--- src/rtl/sliscp_perm_engine_if.sv ---
// ---------------------------------------------------------------------------
// sliscp_perm_engine_if
// Handshake bundle between the AEAD datapath and the sLiSCP-light engine.
//   in_valid / in_ready  : offer a 4*WIDTH-bit state plus a 5-bit step count
//   abort                : synchronous cancel of the job in flight
//   out_valid / out_ready: permuted state handed back to the consumer
//   busy                 : engine is iterating
// master = datapath side, slave = engine side.
// ---------------------------------------------------------------------------
interface sliscp_perm_engine_if #(
  parameter int WIDTH = 48
);
  logic                 in_valid;
  logic                 in_ready;
  logic [4*WIDTH-1:0]   in_state;
  logic [4:0]           in_steps;
  logic                 abort;
  logic                 out_valid;
  logic                 out_ready;
  logic [4*WIDTH-1:0]   out_state;
  logic                 busy;

  modport master (
    output in_valid, in_state, in_steps, abort, out_ready,
    input  in_ready, out_valid, out_state, busy
  );

  modport slave (
    input  in_valid, in_state, in_steps, abort, out_ready,
    output in_ready, out_valid, out_state, busy
  );
endinterface

--- src/rtl/sliscp_perm_engine.sv ---
// ---------------------------------------------------------------------------
// sliscp_perm_engine
// Generic sLiSCP-light permutation core: WIDTH=48 gives sLiSCP-light-192,
// WIDTH=64 gives sLiSCP-light-256. Runs a loaded state through a runtime
// number of steps, UNROLL Simeck rounds per clock. Round and step constants
// are produced by two LFSRs stepped on the fly.
// Ports:
//   clk  : rising-edge clock
//   rst  : asynchronous active-low reset
//   bus  : sliscp_perm_engine_if.slave (input/output handshakes, abort, busy)
// State layout: x0 = [4W-1:3W], x1, x2, x3 = [W-1:0].
// ---------------------------------------------------------------------------
module sliscp_perm_engine #(
  parameter int WIDTH     = 48,
  parameter int UNROLL    = 1,
  parameter int MAX_STEPS = 18
) (
  input  logic                 clk,
  input  logic                 rst,
  sliscp_perm_engine_if.slave  bus
);

  localparam int ROUNDS = (WIDTH == 64) ? 8 : 6;
  localparam int HALF   = WIDTH / 2;
  localparam int LW     = (WIDTH == 64) ? 7 : 6;

  // Bit k of an LFSR register holds sequence bit m[i+k]; the round sequence
  // starts from all ones, the step sequence from m = 0,1,0,0,...
  localparam logic [LW-1:0]    RC_SEED   = '1;
  localparam logic [LW-1:0]    SC_SEED   = LW'(2);
  localparam logic [3:0]       LAST_RC   = 4'(ROUNDS - UNROLL);
  localparam logic [4:0]       STEPS_CAP = 5'(MAX_STEPS);
  // Step constants occupy the low byte; everything above it is ones.
  localparam logic [WIDTH-1:0] SC_PAD    = {{(WIDTH-8){1'b1}}, 8'h00};

  typedef enum logic [1:0] {S_IDLE, S_RUN, S_HOLD} fsm_e;

  fsm_e               r_fsm, w_fsm_nxt;
  logic [4*WIDTH-1:0] r_state, w_state_nxt;
  logic [4:0]         r_steps, r_step_ctr, w_steps_in;
  logic [3:0]         r_round_ctr;
  logic [LW-1:0]      r_rc_lfsr, r_sc_lfsr, w_rc_nxt, w_sc_nxt;
  logic [WIDTH-1:0]   w_x0, w_x1, w_x2, w_x3, w_x1_sb, w_x3_sb;
  logic [7:0]         w_sc0, w_sc1;
  logic               w_accept, w_last_round, w_last_step;

  // Two sequence bits per clock of the 2-way LFSR; feedback m[i+LW] = m[i+1]^m[i].
  function automatic logic [LW-1:0] lfsr_adv2(input logic [LW-1:0] s);
    logic [LW-1:0] t;
    t = {s[1] ^ s[0], s[LW-1:1]};
    return {t[1] ^ t[0], t[LW-1:1]};
  endfunction

  // One Simeck Feistel round: (l, r) -> (r ^ f(l) ^ (1..1 || q), l).
  function automatic logic [WIDTH-1:0] simeck_round(input logic [WIDTH-1:0] x,
                                                    input logic q);
    logic [HALF-1:0] l, r, f;
    l = x[WIDTH-1:HALF];
    r = x[HALF-1:0];
    f = (l & {l[HALF-6:0], l[HALF-1:HALF-5]}) ^ {l[HALF-2:0], l[HALF-1]};
    return {r ^ f ^ {{(HALF-1){1'b1}}, q}, l};
  endfunction

  assign {w_x0, w_x1, w_x2, w_x3} = r_state;

  // Abort blocks acceptance so a cancelled HOLD cannot start a new job.
  assign bus.in_ready  = ~bus.abort &
                         ((r_fsm == S_IDLE) | ((r_fsm == S_HOLD) & bus.out_ready));
  assign w_accept      = bus.in_valid & bus.in_ready;
  assign w_steps_in    = (bus.in_steps > STEPS_CAP) ? STEPS_CAP : bus.in_steps;
  assign w_last_round  = (r_round_ctr == LAST_RC);
  assign w_last_step   = w_last_round && ((r_step_ctr + 5'd1) == r_steps);

  assign bus.out_valid = (r_fsm == S_HOLD);
  assign bus.busy      = (r_fsm == S_RUN);
  assign bus.out_state = r_state;

  always_comb begin : round_path
    w_x1_sb  = w_x1;
    w_x3_sb  = w_x3;
    w_rc_nxt = r_rc_lfsr;
    for (int u = 0; u < UNROLL; u++) begin
      w_x1_sb  = simeck_round(w_x1_sb, w_rc_nxt[0]);
      w_x3_sb  = simeck_round(w_x3_sb, w_rc_nxt[1]);
      w_rc_nxt = lfsr_adv2(w_rc_nxt);
    end
  end

  always_comb begin : step_consts
    w_sc0    = '0;
    w_sc1    = '0;
    w_sc_nxt = r_sc_lfsr;
    for (int j = 0; j < ROUNDS; j++) begin
      w_sc0[j] = w_sc_nxt[0];
      w_sc1[j] = w_sc_nxt[1];
      w_sc_nxt = lfsr_adv2(w_sc_nxt);
    end
  end

  // On the final round of a step the mixing layer and the subblock shuffle
  // are folded into the same cycle as the last Simeck rounds.
  always_comb begin : mix_layer
    if (w_last_round)
      w_state_nxt = {w_x1_sb,
                     w_x2 ^ w_x1_sb ^ (SC_PAD | {{(WIDTH-8){1'b0}}, w_sc0}),
                     w_x3_sb,
                     w_x0 ^ w_x3_sb ^ (SC_PAD | {{(WIDTH-8){1'b0}}, w_sc1})};
    else
      w_state_nxt = {w_x0, w_x1_sb, w_x2, w_x3_sb};
  end

  // NOTE: every combinational output gets a default before the case so no
  // path leaves it unassigned and no latch is inferred.
  always_comb begin : fsm_next
    w_fsm_nxt = r_fsm;
    unique case (r_fsm)
      S_IDLE: if (w_accept) w_fsm_nxt = (w_steps_in == 5'd0) ? S_HOLD : S_RUN;
      S_RUN: begin
        if (bus.abort)       w_fsm_nxt = S_IDLE;
        else if (w_last_step) w_fsm_nxt = S_HOLD;
      end
      S_HOLD: begin
        if (bus.abort)          w_fsm_nxt = S_IDLE;
        else if (w_accept)      w_fsm_nxt = (w_steps_in == 5'd0) ? S_HOLD : S_RUN;
        else if (bus.out_ready) w_fsm_nxt = S_IDLE;
      end
      default: w_fsm_nxt = S_IDLE;
    endcase
  end

  // NOTE: sequential state uses non-blocking assignments so every register
  // samples pre-edge values regardless of block ordering.
  always_ff @(posedge clk or negedge rst) begin
    if (!rst) r_fsm <= S_IDLE;
    else      r_fsm <= w_fsm_nxt;
  end

  // NOTE: the state register is a plain flop vector, so it is cleared by
  // reset; that guarantees out_state reads zero straight out of reset.
  always_ff @(posedge clk or negedge rst) begin
    if (!rst) begin
      r_state     <= '0;
      r_steps     <= '0;
      r_step_ctr  <= '0;
      r_round_ctr <= '0;
      r_rc_lfsr   <= RC_SEED;
      r_sc_lfsr   <= SC_SEED;
    end else if (w_accept) begin
      r_state     <= bus.in_state;
      r_steps     <= w_steps_in;
      r_step_ctr  <= '0;
      r_round_ctr <= '0;
      r_rc_lfsr   <= RC_SEED;
      r_sc_lfsr   <= SC_SEED;
    end else if ((r_fsm == S_RUN) && !bus.abort) begin
      r_state   <= w_state_nxt;
      r_rc_lfsr <= w_rc_nxt;
      if (w_last_round) begin
        r_round_ctr <= '0;
        r_step_ctr  <= r_step_ctr + 5'd1;
        r_sc_lfsr   <= w_sc_nxt;
      end else begin
        r_round_ctr <= r_round_ctr + 4'(UNROLL);
      end
    end
  end

endmodule

--- src/flat_wrapper.sv ---
// flat-port wrapper written by rule: the top's interface ports become plain ports
module sliscp_perm_engine_flat 
#(
  parameter int WIDTH     = 48,
  parameter int UNROLL    = 1,
  parameter int MAX_STEPS = 18
)
  (clk, rst, bus_in_valid, bus_in_state, bus_in_steps, bus_abort, bus_out_ready, bus_in_ready, bus_out_valid, bus_out_state, bus_busy);
  sliscp_perm_engine_if #(.WIDTH(WIDTH)) bus_i ();
  input  logic clk;
  input  logic rst;
  input wire logic [$bits(bus_i.in_valid)-1:0] bus_in_valid;
  input wire logic [$bits(bus_i.in_state)-1:0] bus_in_state;
  input wire logic [$bits(bus_i.in_steps)-1:0] bus_in_steps;
  input wire logic [$bits(bus_i.abort)-1:0] bus_abort;
  input wire logic [$bits(bus_i.out_ready)-1:0] bus_out_ready;
  output wire logic [$bits(bus_i.in_ready)-1:0] bus_in_ready;
  output wire logic [$bits(bus_i.out_valid)-1:0] bus_out_valid;
  output wire logic [$bits(bus_i.out_state)-1:0] bus_out_state;
  output wire logic [$bits(bus_i.busy)-1:0] bus_busy;
  assign bus_i.in_valid = bus_in_valid;
  assign bus_i.in_state = bus_in_state;
  assign bus_i.in_steps = bus_in_steps;
  assign bus_i.abort = bus_abort;
  assign bus_i.out_ready = bus_out_ready;
  assign bus_in_ready = bus_i.in_ready;
  assign bus_out_valid = bus_i.out_valid;
  assign bus_out_state = bus_i.out_state;
  assign bus_busy = bus_i.busy;
  sliscp_perm_engine #(.WIDTH(WIDTH), .UNROLL(UNROLL), .MAX_STEPS(MAX_STEPS)) u_core (.clk(clk), .rst(rst), .bus(bus_i));
endmodule
--- config.mk ---
export PLATFORM = sky130hd
export DESIGN_NAME = sliscp_perm_engine_flat
export DESIGN_NICKNAME = d
export VERILOG_FILES = /design/src/rtl/sliscp_perm_engine_if.sv /design/src/rtl/sliscp_perm_engine.sv /design/src/flat_wrapper.sv
export SDC_FILE = /design/constraint.sdc
export NUM_CORES = 1
export LEC_CHECK = 0
export CORE_MARGIN = 5
export CORE_UTILIZATION = 46
export CTS_CLUSTER_DIAMETER = 60
export CTS_CLUSTER_SIZE = 16
export DETAILED_ROUTE_END_ITERATION = 8
export PLACE_DENSITY = 0.79
export SYNTH_ARGS = -nofsm -noshare
export SYNTH_HDL_FRONTEND = slang
export SYNTH_SLANG_ARGS = --single-unit
--- constraint.sdc ---
create_clock -name clk -period 2.1 [get_ports clk]
set_clock_uncertainty 0.1 [all_clocks]
set_input_delay 0.63 -clock clk [delete_from_list [all_inputs] [get_ports clk]]
set_output_delay 0.63 -clock clk [all_outputs]
set_load 0.05 [all_outputs]
* Word level (Yosys, flattened, before mapping) *
Index checks and enable logic that the tools add are counted.
Widths: inputs -> output; s select.

word-level totals
  word-level logic and storage cells = 81
  register bits = 220
  input port bits = 202
  output and inout port bits = 195

cells by class
  order comparisons = 1
  bitwise logic cells = 31
  mux-type cells = 23
  reduce and logical (&&, ||, !) cells = 9
  add/subtract/negate cells = 2
  equal/unequal tests = 7

operator list
  cell                 number
  $mux 192             3
  $xor 48x48->48       4
  $xor 24x24->24       6
  $and 24x24->24       2
  $mux 6               5
  $mux 5               4
  $mux 2               7
  $xor 1x1->1          14
  $mux 4               3
  $pmux 2 s3           1
  $add 5x1->5 const B  1
  $eq 5x5->1           1
  $gt 5x5->1 const B   1
  $logic_not 5->1      1
  $add 4x1->4 const B  1
  $eq 4x3->1 const B   1
  $ne 4x3->1 const B   1
  $reduce_bool 2->1    2
  $and 1x1->1          3
  $ne 3x2->1 const B   1
  $reduce_and 3->1     1
  $eq 2x1->1 const B   1
  $eq 2x2->1 const B   1
  $logic_and 1x1->1    2
  other kinds (6)      6

* Depth between registers and ports, before layout *
  depth after elaboration = 9
  gate-level depth with buffers = 10
  mapped depth without buffers = 7

* Worst setup path after synthesis *
OpenSTA, ideal clock, no wires.

  path kind = input port to flip-flop
  start point = input port bus_out_ready
  end point = register u_core.r_state[3], in the netlist u_core.bus.out_state[3]
  stages on the path = 7
  setup time = 0.142 ns
  setup slack = -0.385 ns
  arrival = 2.243 ns
  path buffers = 3
  data required time = 1.858 ns
  cells stage by stage = nor2b_1 -> nor3_2 -> and2_1 -> buf_2 -> buf_2 -> clkbuf_1 -> o221ai_1

on the way
  word-level cells in the longest chain between the ends = 5
  elaborated cells on any way between the ends = 6
  those cells by class = 1 x mux; 4 x bitwise; 1 x reduce/logical

RTL lines
  item                                                  RTL line                   text
  from (decl)                                           flat_wrapper.sv:16         input wire logic [$bits(bus_i.out_ready)-1:0] bus_out_ready;
  $and 1x1->1 *                                         sliscp_perm_engine.sv:68   ((r_fsm == S_IDLE) | ((r_fsm == S_HOLD) & bus.out_ready));
  $or 1x1->1 *                                          sliscp_perm_engine.sv:68
  $and 1x1->1 *                                         sliscp_perm_engine.sv:67   assign bus.in_ready = ~bus.abort &
  named net bus_in_ready                                flat_wrapper.sv:17         output wire logic [$bits(bus_i.in_ready)-1:0] bus_in_ready;
  $and 1x1->1 *                                         sliscp_perm_engine.sv:69   assign w_accept = bus.in_valid & bus.in_ready;
  $mux 192 / $reduce_bool 2->1 (equally long branches)  --
  to (signal assigned)                                  sliscp_perm_engine.sv:149  r_state <= bus.in_state;
  to (signal assigned)                                  sliscp_perm_engine.sv:156  r_state <= w_state_nxt;
  to (decl)                                             sliscp_perm_engine.sv:39   logic [4*WIDTH-1:0] r_state, w_state_nxt;

Mark *: on every way through the listed nets, which the timed path passes. The rest lies on a longest branch.
A chain may end at the register's enable or synchronous reset.

* Worst setup path in the final report *
  start point = register u_core.r_fsm[1]
  end point = output port bus_in_ready

on the way
  word-level cells in the longest chain between the ends = 4
  elaborated cells on any way between the ends = 5
  those cells by class = 1 x eq/ne; 3 x bitwise; 1 x reduce/logical

RTL lines
  item                    RTL line                   text
  from (decl)             sliscp_perm_engine.sv:38   fsm_e r_fsm, w_fsm_nxt;
  from (signal assigned)  sliscp_perm_engine.sv:135  else r_fsm <= w_fsm_nxt;
  $eq 2x2->1              sliscp_perm_engine.sv:68
  $and 1x1->1             sliscp_perm_engine.sv:68
  $or 1x1->1 *            sliscp_perm_engine.sv:68
  $and 1x1->1 *           sliscp_perm_engine.sv:67
  to (decl)               flat_wrapper.sv:17

Every way passes the cells marked *; elsewhere a longest branch is shown, timed or not.

==> flow_metrics.tcl <==
set metrics [dict create \
    top_layer_used "met4" \
    hpwl_mm 36.7 \
    initial_utilization_pct 46.6 \
    grt_pass1_wl_mm 77.9 \
    relSlewSlack_pct 69.3 \
    min_path_type "reg2reg" \
    synth_xor_area_share_pct 13.8 \
    finalSetupViolCount 3 \
    status "finished with violations" \
    synth-seq-cells 220 \
    vdd_drop_max_mv 0.813 \
    worstPathRequired_ns 1.37 \
    setup_ws_ns -0.0950 \
    crit_chain "nor2b_4, nor3_4, buf_6, buf_12" \
    clk_path_buf_depth 3 \
    fin_tns_setup_ns -0.178 \
    htreeDepth 1 \
    synth.net_count 1768 \
    path_max_fanout 3 \
    cts_made_buffers 22 \
    leakage_uw 0.00817 \
    cp_slowest_stage_delay_ns 0.42 \
    port_buffers 396 \
    cts_tree "done" \
    synth_area_mm2 0.0126 \
    wl_met2_mm 25.8 \
    crit_type "reg2out" \
    drv_slew 0 \
    yosys_warnings 0 \
    clk_pin_slew_ns 0.07 \
    drt_wl_total_mm 54.6 \
    period_needed_ns 2.19 \
    die_y_um 175 \
    insertion_delay_ns 0.52 \
    area_growth_syn_to_layout_pct 51.5 \
    cp_num_buf_inv 2 \
    crit_path_start_kind "flop" \
    rows 60 \
    synthMuxAreaShare_pct 0.797 \
    synth_cells 1563 \
    design.core.area_mm2 0.0270 \
    worst_pin_slew_ns 0.461 \
    seqPwrFrac_pct 30.7 \
    crit_path_top_delay_cell "dfrtp_2" \
    fp.dieArea_mm2 0.0307 \
    gp_congestion 0.910 \
    synthSimpleGateAreaFrac_pct 21.0 \
    swShare_pct 47.2 \
    synth_flop_cell "dfrtp_1" \
    cp-end-kind "output port" \
    grt-ovfl-total 0 \
    violations "negative setup slack" \
    p_per_area_mw_per_mm2 1310 \
    multi_input_area_mm2 0.00663 \
    worstPathArrival_ns 1.46 \
    async_reset_ff_share_pct 100 \
    fp.dieW_um 175 \
    clkPwrFrac_pct 17.0 \
    synth_compound_area_share_pct 16.0 \
    yosysSeqAreaShare_pct 43.9 \
    first_global_vias 13300 \
    synth.distinct_cells 42 \
    synthAdderAreaFrac_pct 0.299 \
    grt_max_degree 67 \
    grtUsageTotal_pct 31.9 \
    fmaxAchievable_mhz 456 \
    met1Wirelength_mm 20.3 \
    p_int_uw 13200 \
    final_nets 2182 \
    drtIter0Drc 1565 \
    cts_root_buffer "clkbuf_16" \
    drcViolationCount 0 \
    synth-edff-count 0 \
    fin_crit_sh_pct 105 \
    vias 14000 \
    maxCapViolCount 0 \
    antenna_found_initial 2 \
    layout-drive-gt1-share_pct 20.4 \
    clock_sinks 220 \
    power_frac_comb_pct 52.3 \
    antenna_left 0 \
    firstDrtPassIters 5 \
    p_switching_uw 11800 \
    synth_top_family_by_area "simple AND/OR/NAND/NOR gates" \
    seqCellArea_mm2 0.00555 \
    hold_viol 0 \
    final_core_util_pct 70.7 \
    grt_setup_unrepaired "yes" \
    synth.avg_cell_area_um2 8.04 \
    avgRoutedWirePerCell_um 23.4 \
    dr_wl_met3_mm 5.79 \
    ios 397 \
    nFillCells 2047 \
    viasPerCell 5.98 \
    crit_family "flip-flops" \
]
[logic make-up (layout without fill, tap and decap cells)]
family                   Yosys count  after routing
XOR/XNOR                         196            196
other                              0              3
AND/OR/NAND/NOR                  657            658
adder cells (fa/ha/maj)            3              3
buffers and inverters            124            552
multiplexers                      10             10
AO/OA/AOI/OAI                    353            353
flip-flops                       220            220
[metal layers]
metal  GRT usage [%]  vias to the layer above
met5               0                        -
met4            13.1                        0
met3            6.13                      188
met2            52.6                     1039
met1            41.4                     6710
li1                -                     6023
[synthesized netlist by cell type (all sizes together), types with 2 or more instances]
master | count | share of area (%)
a211oi | 2 | 0.12
nor3b | 2 | 0.16
nand3 | 7 | 0.28
nor2b | 5 | 0.25
mux2i | 10 | 0.80
o211ai | 48 | 2.9
nand3b | 3 | 0.18
dfrtp | 213 | 42
clkbuf | 64 | 1.9
dfstp | 7 | 1.5
a221o | 2 | 0.16
nand2 | 424 | 13
o21ai | 77 | 3.1
buf | 55 | 2.2
nor3 | 8 | 0.36
ha | 3 | 0.30
a21o | 2 | 0.12
xnor2 | 134 | 9.5
nor2 | 169 | 5.1
o221ai | 5 | 0.35
xor2 | 62 | 4.3
and3 | 2 | 0.10
inv | 5 | 0.15
or3 | 33 | 1.6
a31oi | 49 | 2.4
a21oi | 162 | 6.5
[flip-flops by register name, indices dropped and copies added, names as in the netlist]
register and count:
u_core.r_rc_lfsr 6, u_core.r_steps 5, u_core.r_fsm 2, u_core.r_round_ctr 4, u_core.r_sc_lfsr 6, u_core.bus.out_state 192, u_core.r_step_ctr 5
[per-stage QoR]
| stage | std cells | area (um2) | hold WS, ns | setup slack, ns | total power (uW) |
|---|---|---|---|---|---|
| 6_report | 2336 | 19000 | 0.391 | -0.0950 | 25000 |
| 5_1_grt | 2335 | 19000 | 0.419 | -0.159 | 26000 |
| 4_1_cts | 2306 | 18400 | 0.396 | -0.0949 | 24700 |
| 3_5_place_dp | 2254 | 17500 | 0.382 | -0.511 | 20400 |
| 3_3_place_gp | 2254 | 17500 | 0.370 | -0.398 | 20200 |
| 2_1_floorplan | 1563 | 12600 | 0.234 | -0.0379 | 14900 |
[layout make-up]
cell class | count | area share (%)
diodes | 3 | 0.0394
clock buffers | 28 | 3.17
clock inverters | 11 | 0.802
inverters | 5 | 0.0986
multi-input cells | 1220 | 34.8
flip-flops and latches | 220 | 29.2
well taps | 341 | 2.24
repair buffers | 508 | 29.7
[timing repair]
| item | CTS | global route |
|---|---|---|
| setup endpoints to repair | 26 | 218 |
| cloned | 3 | 15 |
| setup buffers | 9 | 14 |
| endpoints found under the hold margin | 35 | 0 |
| hold buffers | 1 | 0 |
| resized for setup | 29 | 51 |
| pin swaps | 7 | 11 |
[path summary, 6_finish.rpt]
kind	from	endpoint	slack (ns)	cells past startpoint
worst max-delay path	u_core.r_fsm[1]	bus_in_ready	-0.09	4
worst min-delay path	u_core.r_rc_lfsr[5]	u_core.r_rc_lfsr[3]	0.39	2
worst max register to register	u_core.r_round_ctr[1]	u_core.bus.out_state[110]	0.01	9
worst min register to register	u_core.r_rc_lfsr[5]	u_core.r_rc_lfsr[3]	0.39	2
max in group asynchronous	rst	u_core.r_sc_lfsr[1]	0.70	3
min in group asynchronous	rst	u_core.bus.out_state[177]	0.52	2
[power by group through the flow]
stage | registers [uW] | clock network, uW | logic [uW]
global placement | 7550 | 0 | 12600
detailed placement | 7580 | 0 | 12800
CTS | 7550 | 4260 | 12900
floorplan | 10100 | 0 | 4810
global route | 7770 | 4460 | 13700
finish | 7680 | 4250 | 13100
[worst reg2reg max path, stage by stage, from the launching register on]
cell	delay [ns]
dfrtp_1	0.38
inv_1	0.09
ha_4	0.14
nand3b_1	0.15
buf_6	0.18
buf_16	0.16
or3_1	0.37
a21oi_1	0.22
a21oi_1	0.07
o21ai_1	0.13
[placed cells by master (no fill, tap or decap), drive strengths merged, types with 10 or more instances in the layout]
cell type,Yosys,layout
a21oi,162,162
o211ai,48,48
or3,33,33
xnor2,134,134
a31oi,49,49
nor2,169,169
mux2i,10,10
xor2,62,62
o21ai,77,77
clkdlybuf4s50,0,198
nand2,424,424
buf,55,293
clkbuf,64,42
dfrtp,213,213
(Power assumes the default switching activity.)
